File: src/rtl/clk_div_pkg.sv
`default_nettype none
// ============================================================================
//  Package     : clk_div_pkg
//  Description : Shared constants and helpers for the multi-channel clock
//                divider (board clock rate, common half-period divisors,
//                channel-select width and a target-frequency helper).
//  Revision    : 1.0  initial release
// ============================================================================
package clk_div_pkg;

    localparam int CLK_HZ   = 100000000;
    localparam int DIV_1HZ  = 50000000;
    localparam int DIV_1KHZ = 50000;

    // Half-period in Clk cycles for an output of hz Hertz.
    function automatic int half_period(input int hz);
        return CLK_HZ / (2 * hz);
    endfunction

    // Width of a channel-select field; never narrower than one bit.
    function automatic int ch_w(input int n);
        return (n > 1) ? $clog2(n) : 1;
    endfunction

endpackage : clk_div_pkg
`default_nettype wire

File: src/rtl/clk_div_multi_if.sv
`default_nettype none
// ============================================================================
//  Interface   : clk_div_multi_if
//  Description : Run-control, configuration handshake and divided outputs of
//                clk_div_multi.
//                master : En, SyncRestart, CfgValid, CfgCh, CfgDiv out;
//                         CfgReady, ClkOut, Tick in.
//                slave  : the divider side of the same signals.
//  Revision    : 1.0  initial release
// ============================================================================
interface clk_div_multi_if #(
    parameter int NUM_CH = 4,
    parameter int CNT_W  = 26
);
    localparam int CH_W = clk_div_pkg::ch_w(NUM_CH);

    logic [NUM_CH-1:0] En;
    logic              SyncRestart;
    logic              CfgValid;
    logic              CfgReady;
    logic [CH_W-1:0]   CfgCh;
    logic [CNT_W-1:0]  CfgDiv;
    logic [NUM_CH-1:0] ClkOut;
    logic [NUM_CH-1:0] Tick;

    modport master (
        output En, SyncRestart, CfgValid, CfgCh, CfgDiv,
        input  CfgReady, ClkOut, Tick
    );

    modport slave (
        input  En, SyncRestart, CfgValid, CfgCh, CfgDiv,
        output CfgReady, ClkOut, Tick
    );

endinterface : clk_div_multi_if
`default_nettype wire

File: src/rtl/clk_div_chan.sv
`default_nettype none
// ============================================================================
//  Module      : clk_div_chan
//  Description : One divider channel. Counts 0..Div-1 and toggles its output
//                on the last count, giving a 2*Div period square wave and a
//                one-cycle tick on every rising edge.
//  Ports       : Clk, Rst (async, active-high)
//                i_en        run enable
//                i_restart   force phase 0
//                i_load      take i_load_div as the new divisor
//                o_clk       divided square wave (registered)
//                o_tick      one-cycle strobe on each o_clk rise
//                o_apply_ok  a pending divisor may be applied this cycle
//  Revision    : 1.0  initial release
// ============================================================================
module clk_div_chan
    import clk_div_pkg::*;
#(
    parameter int CNT_W   = 26,
    parameter int DEF_DIV = DIV_1HZ
) (
    input  wire logic             Clk,
    input  wire logic             Rst,
    input  wire logic             i_en,
    input  wire logic             i_restart,
    input  wire logic             i_load,
    input  wire logic [CNT_W-1:0] i_load_div,
    output logic                  o_clk,
    output logic                  o_tick,
    output logic                  o_apply_ok
);

    logic [CNT_W-1:0] r_div;
    logic [CNT_W-1:0] r_cnt;
    logic             r_clk;
    logic             r_tick;

    logic w_active;
    logic w_last;

    // A zero divisor parks the channel just like a low enable.
    assign w_active = i_en && (r_div != '0);
    assign w_last   = w_active && (r_cnt == r_div - CNT_W'(1));

    // Updates land only on a half-period boundary while running, so the
    // output never sees a shortened half-period.
    assign o_apply_ok = !w_active || w_last;

    always_ff @(posedge Clk or posedge Rst) begin
        if (Rst) begin
            r_div  <= CNT_W'(DEF_DIV);
            r_cnt  <= '0;
            r_clk  <= 1'b0;
            r_tick <= 1'b0;
        end else begin
            if (i_load) begin
                r_div <= i_load_div;
            end

            if (i_restart || !w_active) begin
                r_cnt  <= '0;
                r_clk  <= 1'b0;
                r_tick <= 1'b0;
            end else if (w_last) begin
                // Counter restarts at 0, so a divisor loaded on this same
                // edge governs the following half-period.
                r_cnt  <= '0;
                r_clk  <= !r_clk;
                r_tick <= !r_clk;
            end else begin
                r_cnt  <= r_cnt + CNT_W'(1);
                r_tick <= 1'b0;
            end
        end
    end

    assign o_clk  = r_clk;
    assign o_tick = r_tick;

endmodule : clk_div_chan
`default_nettype wire

File: src/rtl/clk_div_multi.sv
`default_nettype none
// ============================================================================
//  Module      : clk_div_multi
//  Description : NUM_CH independent programmable clock dividers sharing one
//                configuration slot. A divisor write is held pending until
//                the target channel can take it glitch-free.
//  Ports       : Clk, Rst (async, active-high)
//                bus  clk_div_multi_if.slave (En, SyncRestart, CfgValid,
//                     CfgReady, CfgCh, CfgDiv, ClkOut, Tick)
//  Revision    : 1.0  initial release
// ============================================================================
module clk_div_multi
    import clk_div_pkg::*;
#(
    parameter int NUM_CH  = 4,
    parameter int CNT_W   = 26,
    parameter int DEF_DIV = DIV_1HZ
) (
    input  wire logic           Clk,
    input  wire logic           Rst,
    clk_div_multi_if.slave      bus
);

    localparam int CH_W = ch_w(NUM_CH);

    logic             r_pend_v;
    logic [CH_W-1:0]  r_pend_ch;
    logic [CNT_W-1:0] r_pend_div;

    logic [NUM_CH-1:0] w_apply_ok;
    logic [NUM_CH-1:0] w_load;
    logic [NUM_CH-1:0] w_clk;
    logic [NUM_CH-1:0] w_tick;
    logic              w_xfer;
    logic              w_ch_ok;
    logic              w_apply;

    assign w_xfer  = bus.CfgValid && !r_pend_v;
    assign w_ch_ok = int'(bus.CfgCh) < NUM_CH;

    // A restart realigns every channel, so the pending value can land then.
    assign w_apply = r_pend_v && (bus.SyncRestart || w_apply_ok[r_pend_ch]);

    always_ff @(posedge Clk or posedge Rst) begin
        if (Rst) begin
            r_pend_v   <= 1'b0;
            r_pend_ch  <= '0;
            r_pend_div <= '0;
        end else if (w_apply) begin
            r_pend_v <= 1'b0;
        end else if (w_xfer && w_ch_ok) begin
            // Out-of-range channels are accepted but never occupy the slot.
            r_pend_v   <= 1'b1;
            r_pend_ch  <= bus.CfgCh;
            r_pend_div <= bus.CfgDiv;
        end
    end

    assign bus.CfgReady = !r_pend_v;

    for (genvar i = 0; i < NUM_CH; i++) begin : g_ch
        assign w_load[i] = w_apply && (r_pend_ch == CH_W'(i));

        clk_div_chan #(
            .CNT_W   (CNT_W),
            .DEF_DIV (DEF_DIV)
        ) u_chan (
            .Clk        (Clk),
            .Rst        (Rst),
            .i_en       (bus.En[i]),
            .i_restart  (bus.SyncRestart),
            .i_load     (w_load[i]),
            .i_load_div (r_pend_div),
            .o_clk      (w_clk[i]),
            .o_tick     (w_tick[i]),
            .o_apply_ok (w_apply_ok[i])
        );
    end

    assign bus.ClkOut = w_clk;
    assign bus.Tick   = w_tick;

endmodule : clk_div_multi
`default_nettype wire

File: src/flat_wrapper.sv
// flat-port wrapper written by rule: the top's interface ports become plain ports
module clk_div_multi_flat import clk_div_pkg::*;
#(
    parameter int NUM_CH  = 4,
    parameter int CNT_W   = 26,
    parameter int DEF_DIV = DIV_1HZ
)
  (Clk, Rst, bus_En, bus_SyncRestart, bus_CfgValid, bus_CfgCh, bus_CfgDiv, bus_CfgReady, bus_ClkOut, bus_Tick);
  clk_div_multi_if #(.NUM_CH(NUM_CH), .CNT_W(CNT_W)) bus_i ();
  input  wire logic Clk;
  input  wire logic Rst;
  input wire logic [$bits(bus_i.En)-1:0] bus_En;
  input wire logic [$bits(bus_i.SyncRestart)-1:0] bus_SyncRestart;
  input wire logic [$bits(bus_i.CfgValid)-1:0] bus_CfgValid;
  input wire logic [$bits(bus_i.CfgCh)-1:0] bus_CfgCh;
  input wire logic [$bits(bus_i.CfgDiv)-1:0] bus_CfgDiv;
  output wire logic [$bits(bus_i.CfgReady)-1:0] bus_CfgReady;
  output wire logic [$bits(bus_i.ClkOut)-1:0] bus_ClkOut;
  output wire logic [$bits(bus_i.Tick)-1:0] bus_Tick;
  assign bus_i.En = bus_En;
  assign bus_i.SyncRestart = bus_SyncRestart;
  assign bus_i.CfgValid = bus_CfgValid;
  assign bus_i.CfgCh = bus_CfgCh;
  assign bus_i.CfgDiv = bus_CfgDiv;
  assign bus_CfgReady = bus_i.CfgReady;
  assign bus_ClkOut = bus_i.ClkOut;
  assign bus_Tick = bus_i.Tick;
  clk_div_multi #(.NUM_CH(NUM_CH), .CNT_W(CNT_W), .DEF_DIV(DEF_DIV)) u_core (.Clk(Clk), .Rst(Rst), .bus(bus_i));
endmodule
File: config.mk
export PLATFORM = sky130hd
export DESIGN_NAME = clk_div_multi_flat
export DESIGN_NICKNAME = d
export VERILOG_FILES = /design/src/rtl/clk_div_pkg.sv /design/src/rtl/clk_div_multi_if.sv /design/src/rtl/clk_div_chan.sv /design/src/rtl/clk_div_multi.sv /design/src/flat_wrapper.sv
export SDC_FILE = /design/constraint.sdc
export NUM_CORES = 1
export LEC_CHECK = 0
export ABC_AREA = 1
export CAP_MARGIN = 20
export CORE_ASPECT_RATIO = 0.7
export CORE_MARGIN = 2
export CORE_UTILIZATION = 48
export CTS_CLUSTER_SIZE = 20
export DETAILED_ROUTE_END_ITERATION = 10
export GPL_TIMING_DRIVEN = 0
export PLACE_DENSITY = 0.67
export SLEW_MARGIN = 20
export SYNTH_ARGS = -nofsm -noshare
export SYNTH_HDL_FRONTEND = slang
export SYNTH_SLANG_ARGS = --single-unit
File: constraint.sdc
create_clock -name Clk -period 7.7 [get_ports Clk]
set_input_delay 1.155 -clock Clk [delete_from_list [all_inputs] [get_ports Clk]]
set_output_delay 1.155 -clock Clk [all_outputs]
set_load 0.02 [all_outputs]
==> results of run 1 <==
==> layout make-up <==
| type | count | area (sq um) |
|---|---|---|
| fillers | 3029 | 14040 |
| multi-input cells | 1603 | 8197 |
| flip-flops and latches | 245 | 6191 |
| inverters | 193 | 728.2 |
| clock buffers | 36 | 706.9 |
| repair buffers | 51 | 598.1 |
| well taps | 420 | 525.5 |
| plain buffers | 68 | 361.6 |
| clock inverters | 9 | 70.07 |
==> power groups by stage <==
| stage | Sequential, uW | Clock, uW | Combinational (uW) |
|---|---|---|---|
| CTS | 2150 | 1220 | 2160 |
| finish | 2170 | 1200 | 2190 |
| global route | 2200 | 1270 | 2490 |
| global placement | 2170 | 0 | 2080 |
| floorplan | 1970 | 0 | 1720 |
| detailed placement | 2170 | 0 | 2140 |
==> cells in the final DEF, fill, tap and decap left out, drive strengths merged, types with 12 or more instances in the layout <==
cell type and n:
buf 43, nand2 640, clkbuf 69, nor4 17
inv 189, clkdlybuf4s50 43, xor2 85, nor2 367
mux2 26, dfstp 48, nand4 140, o21ai 30
a21oi 22, ha 12, xnor2 68, nand3b 23
nand3 95, dfrtp 197, nor3 37
==> sequential cells by signal (all words and copies together) (netlist names) <==
name / flops
u_core.g_ch.u_chan.r_div: 104
u_core.r_pend_ch: 2
u_core.r_pend_v: 1
u_core.g_ch.u_chan.r_cnt: 104
u_core.r_pend_div: 26
u_core.g_ch.u_chan.o_tick: 4
u_core.g_ch.u_chan.o_clk: 4
==> worst max-delay path: stages, from the launching register on <==
cell and delay [ns]:
dfrtp_1 0.32, clkbuf_1 0.59, inv_1 0.24, clkdlybuf4s50_1 0.60
==> path summary, 6_finish.rpt <==
kind	start	endpoint	slack, ns	depth (start not counted)
worst max-delay path	u_core.r_pend_v	bus_CfgReady	4.24	3
worst min-delay path	u_core.g_ch[1].u_chan.r_div[1]	u_core.g_ch[1].u_chan.r_div[1]	0.48	2
worst max register to register	u_core.g_ch[3].u_chan.r_div[0]	u_core.g_ch[1].u_chan.r_div[0]	4.32	21
worst min register to register	u_core.g_ch[1].u_chan.r_div[1]	u_core.g_ch[1].u_chan.r_div[1]	0.48	2
max in group asynchronous	Rst	u_core.g_ch[2].u_chan.r_div[7]	5.64	5
min in group asynchronous	Rst	u_core.g_ch[0].u_chan.o_tick	0.99	2
==> cells by family after synthesis <==
family	share of synthesized area, %
and+or+nand+nor	38.06
muxes	1.892
buffers and inverters	7.019
adders and majority gates	0.9703
xor gates and xnor gates	9.097
AOI/OAI and AO/OA	2.951
DFF	40.01
==> metal layers <==
| metal | global-route usage [%] | part of all wire (%) | up-vias |
|---|---|---|---|
| li1 | - | - | 6915 |
| met1 | 39.54 | 49 | 6611 |
| met2 | 36.41 | 41 | 412 |
| met3 | 6.096 | 8.6 | 55 |
| met5 | 0 | 0 | - |
| met4 | 5.021 | 1.7 | 0 |
==> per-stage QoR <==
stage / utilization, % / power [uW] / setup slack (ns)
after CTS: 55.31 / 5534 / 4.229
final: 55.31 / 5551 / 4.243
after global routing: 55.31 / 5964 / 3.975
after global placement: 52.31 / 4252 / 1.415
after floorplan: - / 3693 / 3.366
after detailed placement: 52.84 / 4316 / 4.398
==> results.md, run 1 <==
Floorplan:
- The area of the core is about 31000 sq um.
- The full die area is 33710 sq um.
- The number of core rows is 54.
- 45 I/O pins were placed.
- The die outline height is around 150 microns.
- From left edge to right edge, the die measures around 220 microns.
- The initial utilization of the core area, before any placement, comes to roughly 49%.

Synthesis:
- The mean area per synthesized cell is between 7 and 8 sq um.
- The net count after synthesis is approximately 2200.
- Summing the sequential cell areas from Yosys gives approximately two fifths of the chip area.
- Counting flops with an async set or reset pin after synthesis yields a share of 100.0%.
- Counting distinct cell types in the post-synthesis netlist gives 49.
- The count of mapped cells out of synthesis is 2109.
- The synthesized design devotes to its leading area cell type approximately a third of total area.
- The post-synthesis instance area is roughly 15000 sq um.
- Ranked by instance count, the synthesized netlist is headed by 631 x nand2_1, 344 x nor2_1, 197 x dfrtp_1, 184 x inv_1, 140 x nand4_1.
- The largest total area in the synthesized netlist belongs to dfrtp_1.
- The number of enable-type register cells in the synthesized netlist is 0.
- During synthesis, Yosys emitted a total of 0 warnings.
- The most frequent cell after synthesis is nand2_1.
- The synthesized flop and latch total is about 250.
- The dominant synthesized flop cell is dfrtp_1.
- Yosys attributes the largest share of cell area to dfrtp_1 32%, nand2_1 15%, nor2_1 8.3%.

Setup path:
- The worst setup path is launched from a flop.
- The element type at the critical path end is a primary output.
- The maximum net fanout on the critical path is 10.
- Data on the critical path is required at its endpoint by roughly 6.6 ns.
- The data arrival time of the critical path is 2.30 ns.
- The critical path class is flop to primary output.

Global routing:
- The initial antenna violation count is 0.
- The first-pass GRT wire length is between 60 and 70 mm.
- The via count of the first global-routing pass is between 10000 and 15000.
- Entering global routing, the biggest net connects 34 pins.
- The remaining global-route overflow is 0.
- The overall routing resource usage is about a quarter.

Timing:
- The worst path uses between 40 and 50% of the clock period.
- The max-slew headroom at the worst pin is between 30% and 40%.
- The count of final max-slew check failures is 0.
- The number of failing hold endpoints at the final stage came to 0.
- Setup repair after global routing left no endpoint under its margin.
- Across all hold checks on the routed design, the worst slack comes to 0.4778 ns.
- The achievable frequency is 289.3 MHz.
- The transition time at the pin with the least slew margin is approximately 0.96 ns.
- The final worst clock skew is around 0.012 ns.
- The aggregate negative setup slack is 0 ns.
- The minimum clock period after layout is 3.457 ns.
- The total setup violations reported at the end of the flow is 0.

Power:
- The combinational share of power is 39.4%.
- VDD sags by at most roughly 0.22 mV.
- The power density relative to cell area is approximately 320 nW/um^2.
- Per report_power, the sequential group accounts for around 39% of the total.
- The total net switching power is roughly 2400 uW.
- Of the total power, the clock network draws between 20% and 30%.
- Summed over all cells, the static leakage comes to roughly 0.008 uW.
- The fraction of power spent switching nets is 43.27%.
- The internal power summed over all cells is between 3000 and 4000 uW.

Clocking:
- The number of gates resized after CTS was 0.
- TritonCTS built the clock tree.
- CTS built an H-tree with a depth of 1.
- The number of hold-repair buffers added at the cts stage is 0.
- The clock net in this run drives a total of between 200 and 250 sinks.
- After clock tree synthesis, the setup repair step added 0 buffers.
- The clock passes through at most 3 buffers.
- The later pin in the worst-skew pair is clocked with a latency of about 0.55 ns.
- Clock tree synthesis inserted a total of 25 buffers.
- Clock-pin slew was measured on the worst setup and hold paths at 0.06 ns.
- In this run the clock root is driven by a clkbuf_16.

Layout:
- The number of antenna diodes in the final layout is 0.
- The net total in the final layout is around 2200.
- The finished layout holds 2625 standard cells, fillers aside.
- In the final layout, the share of cells above drive strength 1 is between 8 and 9%.
- With fillers left out, the area of the finished cells amounts to roughly 17000 sq um.
- The relative area change from synthesis to final layout is 12.31%.

Place:
- The cell count after placement is approximately 2600.
- The area of placed instances is 16600 sq um.
- The half-perimeter wire length of the detailed placement result is roughly 33 mm.
- The routability congestion estimate is between 0.9 and 1.
- The number of I/O port buffers is between 40 and 50.

Detailed routing:
- For this block, the via count after detailed routing is about 14000.
- The length of the first detailed-routing pass in iterations is 5.
- Using the TritonRoute via totals, the vias-per-cell ratio works out to roughly 5.3.
- In the final routed layout, each cell accounts on average for 16.16 microns.
- The first routing iteration left ~1300 violations.
- For this block, the routed nets add up to between 40 and 50 mm of wire.
- In the routed design, unresolved DRC markers number 0.
- The number of nets with antenna violations after detailed routing is 0.

Flow run:
- The count of max-cap constraint violations is 0.

Run status:
- The run finished with clean final reports.

Worst hold path:
- The class of the worst hold path is flop to flop.
Note: power is estimated with default switching activity, not from simulation.
==> run 2: changes to the inputs <==
==> constraint.sdc (replaced) <==
create_clock -name Clk -period 2.9 [get_ports Clk]
set_input_delay 0.435 -clock Clk [delete_from_list [all_inputs] [get_ports Clk]]
set_output_delay 0.435 -clock Clk [all_outputs]
set_load 0.02 [all_outputs]
==> run 2 against run 1 <==
Effect of this change:
- global-route usage grew 0.39 points
- largest cell class unchanged
- core utilization grew 4.9 points
- non-clock buffer count grew 59
- critical endpoint is now u_core.g_ch[1].u_chan.r_div[2]
- power grew to 3.0 times the previous value
- the flow now finishes with violations (negative setup slack)
==> results.md, run 2 (same netlist as run 1, synthesis figures left out) <==
Floorplan:
- The initial core utilization came to 49.25% (unchanged).
- The die outline height is 154.2 microns (unchanged).
- The floorplan die width was 218.6 microns (unchanged).
- The number of core rows is 54 (unchanged).
- The full die area is 33710 sq um (unchanged).
- The total I/O pin count is 45 (unchanged).
- The area of the core is 31420 sq um (unchanged).

Timing:
- The total setup violations reported at the end of the flow came to 19 (was 0).
- The final worst clock skew is 0.01145 ns (was 0.01178 ns).
- The number of failing hold endpoints at the final stage is 0 (unchanged).
- The ratio of final minimum period to clock period is 101.4%.
- Timing would allow up to between 300 and 400 MHz.
- The max-slew headroom at the worst pin is 43.48% (was 35.14%).
- The transition time at the pin with the least slew margin is 0.8447 ns (was 0.9627 ns).
- Unrepaired setup endpoints after global routing: true (was false).
- The count of final max-slew check failures is 0 (unchanged).
- The worst hold slack across all endpoints came to 0.2752 ns (was 0.4778 ns).
- The final setup slack of the worst path is -0.04057 ns (was 4.243 ns).
- Counting I/O delays and the setup requirement, the final critical path takes 2.941 ns.

Global routing:
- The initial antenna violation count is 1 (was 0).
- The remaining global-route overflow is 0 (unchanged).
- The maximum number of pins on one net before global-route repair is 34 (unchanged).
- The overall routing resource usage is 26.06% (was 25.66%).
- The first-pass GRT wire length is 70.06 mm (was 68.96 mm).
- The via count of the first global-routing pass was 13178 (was 13015).

Setup path:
- The element type at the critical path end is a flop (was primary output).
- The standard cell with the maximum stage delay on the critical path is dfrtp_1 (was clkdlybuf4s50_1).
- The data arrival time of the critical path came to 3.38 ns (was 2.30 ns).
- Cell chain of the critical path: inv_2 -> ha_4 -> nand2_4 -> nor2_4 -> nand2_1 -> xor2_2 -> nand3_1 -> nor2_2 -> nand2_1 -> nor2_1 -> nand2_1 -> nand2_2 -> nand2_4 -> o21bai_4 -> buf_8 -> nand3_4 -> buf_6 -> nand2_2 -> nand2_1 (was clkbuf_1 -> inv_1 -> clkdlybuf4s50_1).
- The biggest cell delay along the critical path was 0.42 ns (was 0.60 ns).
- The required time at the endpoint of the critical path is 3.34 ns (was 6.55 ns).
- The dominant delay contributor by cell family on the critical path is simple AND/OR/NAND/NOR gates (was buffers and inverters).
- The maximum net fanout on the critical path is 6 (was 10).
- The count of buffering cells on the critical path with inverters included is 3 (unchanged).
- The startpoint class of the critical path is a flop (unchanged).
- The cell that appears most often on the critical path is nand2_1.
- The critical path class is flop to flop (was flop to primary output).

Clocking:
- The clock insertion delay at the later pin of the skew report is 0.55 ns (about the same).
- The maximum buffer depth of the clock tree is 3 (unchanged).
- The clock tree from TritonCTS is built (unchanged).
- The number of CTS-inserted buffers is 25 (unchanged).
- The number of hold-repair buffers added at the cts stage is 0 (unchanged).
- The CTS clock-pin slew for the worst setup and hold paths came to 0.07 ns (was 0.06 ns).
- The level count of the clock H-tree was 1 (unchanged).
- The root buffer cell is clkbuf_16 (unchanged).
- The number of clock sinks seen by CTS is 245 (unchanged).

Layout:
- Most frequent cells in the layout: 524 x nand2_1, 282 x nor2_1, 184 x dfrtp_1, 175 x inv_1, 140 x nand4_1 (was 631 x nand2_1, 344 x nor2_1, 197 x dfrtp_1, 183 x inv_1, 140 x nand4_1).
- The net total in the final layout came to 2297 (was 2235).
- Biggest regs: u_core.g_ch.u_chan.r_cnt: 104 flops, u_core.g_ch.u_chan.r_div: 104 flops, u_core.r_pend_div: 26 flops (unchanged).
- The most common library cell in the layout ignoring fill and taps is nand2_1 (unchanged).
- The layout filler cell count was 2877 (was 3029).
- The ratio of cells with drive above 1 in the final layout is 21.17% (was 8.980%).
- The relative area change from synthesis to final layout is 22.29% (was 12.31%).
- The utilization after layout came to 60.23% (was 55.31%).

Power:
- The standby leakage power came to 0.008501 uW (was 0.007973 uW).
- The maximum vdd drop is 0.5790 mV (was 0.2216 mV).
- The power density relative to cell area came to 867.8 nW/um^2 (was 319.4 nW/um^2).

Worst hold path:
- The class of the worst hold path was primary input to asynchronous set/reset pin (was flop to flop).

Place:
- The number of I/O port buffers is 43 (unchanged).
- The half-perimeter wire length of the detailed placement result was 32.91 mm (unchanged).
- The routability congestion estimate is 0.9435 (unchanged).

Run status:
- The checks that failed: negative setup slack.
- Status: complete, but fails checks (was finished, final reports clean).

Detailed routing:
- The length of the first detailed-routing pass in iterations was 8 (was 5).
- The number of DRC markers after the initial detailed-route iteration is 1406 (was 1260).
- The total wire length after detailed routing is 45.26 mm (was 42.42 mm).
- The total number of vias is 14553 (was 13993).
- The mean number of vias per cell was 5.414 (was 5.331).
- The residual DRC count was 0 (unchanged).
- The wire length per cell after detailed routing is 16.84 microns (was 16.16 microns).
- The number of nets with antenna violations after detailed routing came to 0 (unchanged).

Flow run:
- The count of max-cap constraint violations is 0 (unchanged).
==> run 2: changes by cell type in the layout (fill, tap and decap cells not counted), moves of 9 or more <==
| cell | before | now |
|---|---|---|
| nand2_1 | 631 | 524 |
| dfrtp_2 | 0 | 13 |
| buf_4 | 8 | 44 |
| clkbuf_1 | 40 | 31 |
| nor2_2 | 13 | 49 |
| nand2_4 | 1 | 10 |
| nor2_1 | 344 | 282 |
| buf_6 | 8 | 27 |
| dfrtp_1 | 197 | 184 |
| nor2_4 | 8 | 36 |
| buf_2 | 13 | 4 |
| clkbuf_2 | 0 | 9 |
| nand2_2 | 8 | 106 |
==> run 2: final timing paths <==
kind,start,to,slack [ns],cells past startpoint
max,u_core.g_ch[2].u_chan.r_div[1],u_core.g_ch[1].u_chan.r_div[2],-0.04,19
min,Rst,u_core.g_ch[0].u_chan.o_tick,0.28,2
max reg2reg,u_core.g_ch[2].u_chan.r_div[1],u_core.g_ch[1].u_chan.r_div[2],-0.04,19
min reg2reg,u_core.g_ch[0].u_chan.o_clk,u_core.g_ch[0].u_chan.o_tick,0.47,1
max in group asynchronous,Rst,u_core.g_ch[2].u_chan.r_div[7],1.57,5
min in group Clk,u_core.g_ch[0].u_chan.o_clk,u_core.g_ch[0].u_chan.o_tick,0.47,1
==> run 2: metrics by stage <==
stage / setup TNS (ns) / instance area (sq um) / power [uW] / cells / setup WS [ns]
2_1_floorplan: -140.57 / 15480 / 9804 / 2109 / -0.7136
3_3_place_gp: -630.28 / 16430 / 11290 / 2572 / -2.665
3_5_place_dp: -47.23 / 16600 / 11460 / 2580 / -0.4022
4_1_cts: 0 / 17760 / 15070 / 2647 / 0.0003677
5_1_grt: -12.77 / 18920 / 17470 / 2687 / -0.1852
6_report: -0.4199 / 18920 / 16420 / 2688 / -0.04057
==> run 2: per-layer routing <==
metal | up-vias | routed length [microns] | GRT usage [%]
li1 | 7056 | - | -
met1 | 6922 | 21240 | 40.63
met2 | 519 | 18690 | 36.80
met3 | 56 | 4515 | 5.565
met4 | 0 | 810 | 5.248
met5 | - | 0 | 0
==> run 2: cell type report <==
cell class / instances / area (sq um) / area share [%]
Multi-Input combinational cell: 1606 / 9007 / 47.60
Sequential cell: 245 / 6207 / 32.80
Timing Repair Buffer: 110 / 1201 / 6.348
Inverter: 193 / 728.2 / 3.848
Clock buffer: 36 / 706.9 / 3.736
Tap cell: 420 / 525.5 / 2.777
Buffer: 68 / 474.2 / 2.506
Clock inverter: 9 / 70.07 / 0.3703
Antenna cell: 1 / 2.502 / 0.01322
==> run 2: what timing repair did <==
item / CTS / global route
endpoints found under the setup margin: 175 / 190
setup buffers: 17 / 27
pin swaps: 15 / 68
endpoints found under the hold margin: 0 / 0
gates cloned: 5 / 13
gates resized for setup: 74 / 256
==> run 2: power by group <==
| group | switching, uW | leakage [uW] | internal [uW] |
|---|---|---|---|
| Sequential | 1520 | 0.00308 | 4460 |
| Clock | 1420 | 0.000391 | 1780 |
| Combinational | 4290 | 0.00503 | 2950 |
==> run 3: changes to the inputs <==
--- a/config.mk
+++ b/config.mk
@@ -14,6 +14,7 @@
 export DETAILED_ROUTE_END_ITERATION = 10
 export GPL_TIMING_DRIVEN = 0
 export PLACE_DENSITY = 0.67
+export SKIP_CTS_REPAIR_TIMING = 1
 export SLEW_MARGIN = 20
 export SYNTH_ARGS = -nofsm -noshare
 export SYNTH_HDL_FRONTEND = slang
==> constraint.sdc (replaced) <==
create_clock -name Clk -period 2.9 [get_ports Clk]
set_input_delay 0.435 -clock Clk [delete_from_list [all_inputs] [get_ports Clk]]
set_output_delay 0.435 -clock Clk [all_outputs]
set_load 0.01 [all_outputs]
==> run 3 against run 2 <==
Effect of this change:
- the flow still finishes with violations (negative setup slack)
- cell area decreased by 2.7%
- critical path depth increased by 1
- setup slack got worse by 0.020 ns
- sequential cell count unchanged
- clock power about the same
- count of clock-buffer cells in the layout unchanged
- routed wire length decreased by 2.3%
- critical path type unchanged
- highest routed layer unchanged
==> results.md, run 3 (same netlist as run 1, synthesis figures left out) <==
Run status:
- Status: complete, but fails checks (unchanged).
- Violated checks: negative setup slack (unchanged).

Setup path:
- The startpoint of the most critical register-to-register path is u_core.g_ch[0].u_chan.r_div[2] (was u_core.g_ch[2].u_chan.r_div[1]).
- The standard cell with the maximum stage delay on the critical path is dfrtp_1 (unchanged).
- The critical path class is flop to flop (unchanged).
- The count of buffering cells on the critical path with inverters included is 2 (was 3).
- The dominant delay contributor by cell family on the critical path is simple AND/OR/NAND/NOR gates (unchanged).
- The cell repeated most along the worst path is nand2_1 (unchanged).
- The data arrival time of the critical path was 3.39 ns (was 3.38 ns).
- The element type at the critical path end is a flop (unchanged).
- Cell chain of the critical path: nor2_4 -> nand2_4 -> nor2_4 -> nand2_1 -> nand2_1 -> nor2_1 -> nor2_1 -> nand2_1 -> nor2_1 -> nand2_1 -> nor2_1 -> nand2_2 -> nand2_1 -> nand2_1 -> o21bai_4 -> buf_8 -> nand3_4 -> buf_6 -> nand2_1 -> nand2_1 (was inv_2 -> ha_4 -> nand2_4 -> nor2_4 -> nand2_1 -> xor2_2 -> nand3_1 -> nor2_2 -> nand2_1 -> nor2_1 -> nand2_1 -> nand2_2 -> nand2_4 -> o21bai_4 -> buf_8 -> nand3_4 -> buf_6 -> nand2_2 -> nand2_1).
- The maximum net fanout on the critical path came to 7 (was 6).
- The biggest cell delay along the critical path is 0.50 ns (was 0.42 ns).
- The critical path startpoint is u_core.g_ch[0].u_chan.r_div[2] (was u_core.g_ch[2].u_chan.r_div[1]).
- The startpoint class of the critical path is a flop (unchanged).
- The required time at the endpoint of the critical path was 3.33 ns (was 3.34 ns).
- The worst setup slack for register-to-register paths is -0.06 ns (was -0.04 ns).

Clocking:
- The maximum buffer depth of the clock tree is 3 (unchanged).
- The clock insertion delay at the later pin of the skew report is 0.56 ns (was 0.55 ns).
- The CTS clock-pin slew for the worst setup and hold paths is 0.06 ns (was 0.07 ns).
- The number of CTS-inserted buffers is 25 (unchanged).
- The clock tree from TritonCTS was built (unchanged).
- The number of clock sinks seen by CTS is 245 (unchanged).
- The level count of the clock H-tree is 1 (unchanged).
- The root buffer cell is clkbuf_16 (unchanged).

Global routing:
- The initial antenna violation count is 0 (was 1).
- The via count of the first global-routing pass came to 13015 (was 13178).
- The overall routing resource usage is 25.66% (was 26.06%).
- The remaining global-route overflow is 0 (unchanged).
- The first-pass GRT wire length is 68.96 mm (was 70.06 mm).
- The maximum number of pins on one net before global-route repair is 34 (unchanged).

Place:
- The placement-stage worst setup slack is -0.4022 ns (unchanged).
- The number of I/O port buffers is 43 (unchanged).
- The half-perimeter wire length of the detailed placement result is 32.91 mm (unchanged).
- The area of placed instances is 16600 sq um (unchanged).
- The routability congestion estimate is 0.9435 (unchanged).

Timing:
- The count of final max-slew check failures is 0 (unchanged).
- Unrepaired setup endpoints after global routing: true (unchanged).
- The number of failing hold endpoints at the final stage is 0 (unchanged).
- The total setup violations reported at the end of the flow is 52 (was 19).
- The transition time at the pin with the least slew margin came to 0.8776 ns (was 0.8447 ns).
- The final worst clock skew is 0.01211 ns (was 0.01145 ns).
- The ratio of final minimum period to clock period is 102.1% (was 101.4%).
- The achievable frequency is 337.8 MHz (was 340.1 MHz).
- The aggregate negative setup slack is -0.9668 ns (was -0.4199 ns).
- The final setup slack of the worst path is -0.06058 ns (was -0.04057 ns).
- The minimum clock period after layout is 2.961 ns (was 2.941 ns).
- The max-slew headroom at the worst pin came to 41.50% (was 43.48%).

Floorplan:
- The die outline height came to 154.2 microns (unchanged).
- The area of the core came to 31420 sq um (unchanged).
- The full die area is 33710 sq um (unchanged).
- The number of core rows is 54 (unchanged).
- The floorplan die width was 218.6 microns (unchanged).
- The total I/O pin count was 45 (unchanged).
- The initial core utilization is 49.25% (unchanged).

Layout:
- The net total in the final layout came to 2273 (was 2297).
- The most common library cell in the layout ignoring fill and taps is nand2_1 (unchanged).
- The ratio of cells with drive above 1 in the final layout is 17.48% (was 21.17%).
- The design area is 18410 sq um (was 18920 sq um).
- The relative area change from synthesis to final layout came to 18.98% (was 22.29%).
- Biggest regs: u_core.g_ch.u_chan.r_cnt: 104 flops, u_core.g_ch.u_chan.r_div: 104 flops, u_core.r_pend_div: 26 flops (unchanged).
- Most frequent cells in the layout: 571 x nand2_1, 294 x nor2_1, 185 x dfrtp_1, 176 x inv_1, 140 x nand4_1 (was 524 x nand2_1, 282 x nor2_1, 184 x dfrtp_1, 175 x inv_1, 140 x nand4_1).

Detailed routing:
- The total number of vias is 14328 (was 14553).
- The total wire length after detailed routing is 44.20 mm (was 45.26 mm).
- The length of the first detailed-routing pass in iterations is 5 (was 8).
- The residual DRC count is 0 (unchanged).
- The number of nets with antenna violations after detailed routing was 0 (unchanged).
- The mean number of vias per cell is 5.378 (was 5.414).
- The number of DRC markers after the initial detailed-route iteration is 1308 (was 1406).
- The wire length per cell after detailed routing is 16.59 microns (was 16.84 microns).

Power:
- The power after layout was 15850 uW (was 16420 uW).
- The power density relative to cell area came to 860.9 nW/um^2 (was 867.8 nW/um^2).
- The maximum vdd drop is 0.5731 mV (was 0.5790 mV).
- The standby leakage power is 0.008291 uW (was 0.008501 uW).

Flow run:
- The count of max-cap constraint violations came to 0 (unchanged).

Worst hold path:
- The class of the worst hold path is primary input to asynchronous set/reset pin (unchanged).
-- run 3: cell types whose count changed in the layout (fill, tap and decap cells not counted), sizes merged --
cell / previous run / this run
clkbuf: 75 / 69
nor2: 369 / 370
buf: 96 / 77
-- run 3: metrics by stage --
step	hold slack, ns	instances	util, %
floorplan	0.4418	2109	-
global placement	0.4592	2572	52.31
detailed placement	0.4650	2580	52.84
CTS	0.2780	2625	55.31
global route	0.3148	2663	58.59
finish	0.2724	2664	58.60
-- run 3: layout make-up --
type / instances / area, sq um
antenna: 1 / 2.502
buffer: 68 / 469.2
clock buffer: 36 / 706.9
clock inverter: 9 / 70.07
fill: 2935 / 13010
inverter: 193 / 728.2
multi-input combinational: 1607 / 8813
sequential: 245 / 6206
tap: 420 / 525.5
timing repair buffer: 85 / 888.4
-- run 3: path summary, 6_finish.rpt --
check | to | cells past startpoint
setup / recovery | u_core.g_ch[0].u_chan.r_div[3] | 20
hold / removal | u_core.g_ch[0].u_chan.o_tick | 2
setup reg to reg | u_core.g_ch[0].u_chan.r_div[3] | 20
hold reg to reg | u_core.g_ch[0].u_chan.o_tick | 1
max in group asynchronous | u_core.g_ch[2].u_chan.r_div[7] | 5
min in group Clk | u_core.g_ch[0].u_chan.o_tick | 1
-- run 3: worst register-to-register path: stages (launching register included) --
cell      delay (ns)
dfrtp_1         0.50
nor2_4          0.19
nand2_4         0.13
nor2_4          0.15
nand2_1         0.06
nand2_1         0.08
nor2_1          0.07
nor2_1          0.12
nand2_1         0.05
nor2_1          0.15
nand2_1         0.07
nor2_1          0.12
nand2_2         0.14
nand2_1         0.11
nand2_1         0.08
o21bai_4        0.16
buf_8           0.17
nand3_4         0.15
buf_6           0.23
nand2_1         0.06
nand2_1         0.06
-- run 3: power by group --
| group | switching, uW | total, uW | internal (uW) | leakage (uW) |
|---|---|---|---|---|
| combinational | 4110 | 6740 | 2640 | 0.00481 |
| sequential | 1460 | 5920 | 4460 | 0.00309 |
| clock | 1410 | 3190 | 1780 | 0.000391 |
| total | 6980 | 15800 | 8870 | 0.00829 |
-- run 3: per-layer routing --
metal	GRT usage, %	part of all wire [%]	vias up
li1	-	-	7017
met1	39.54	48	6809
met2	36.41	42	452
met3	6.096	9.0	50
met4	5.021	1.5	0
met5	0	0	-
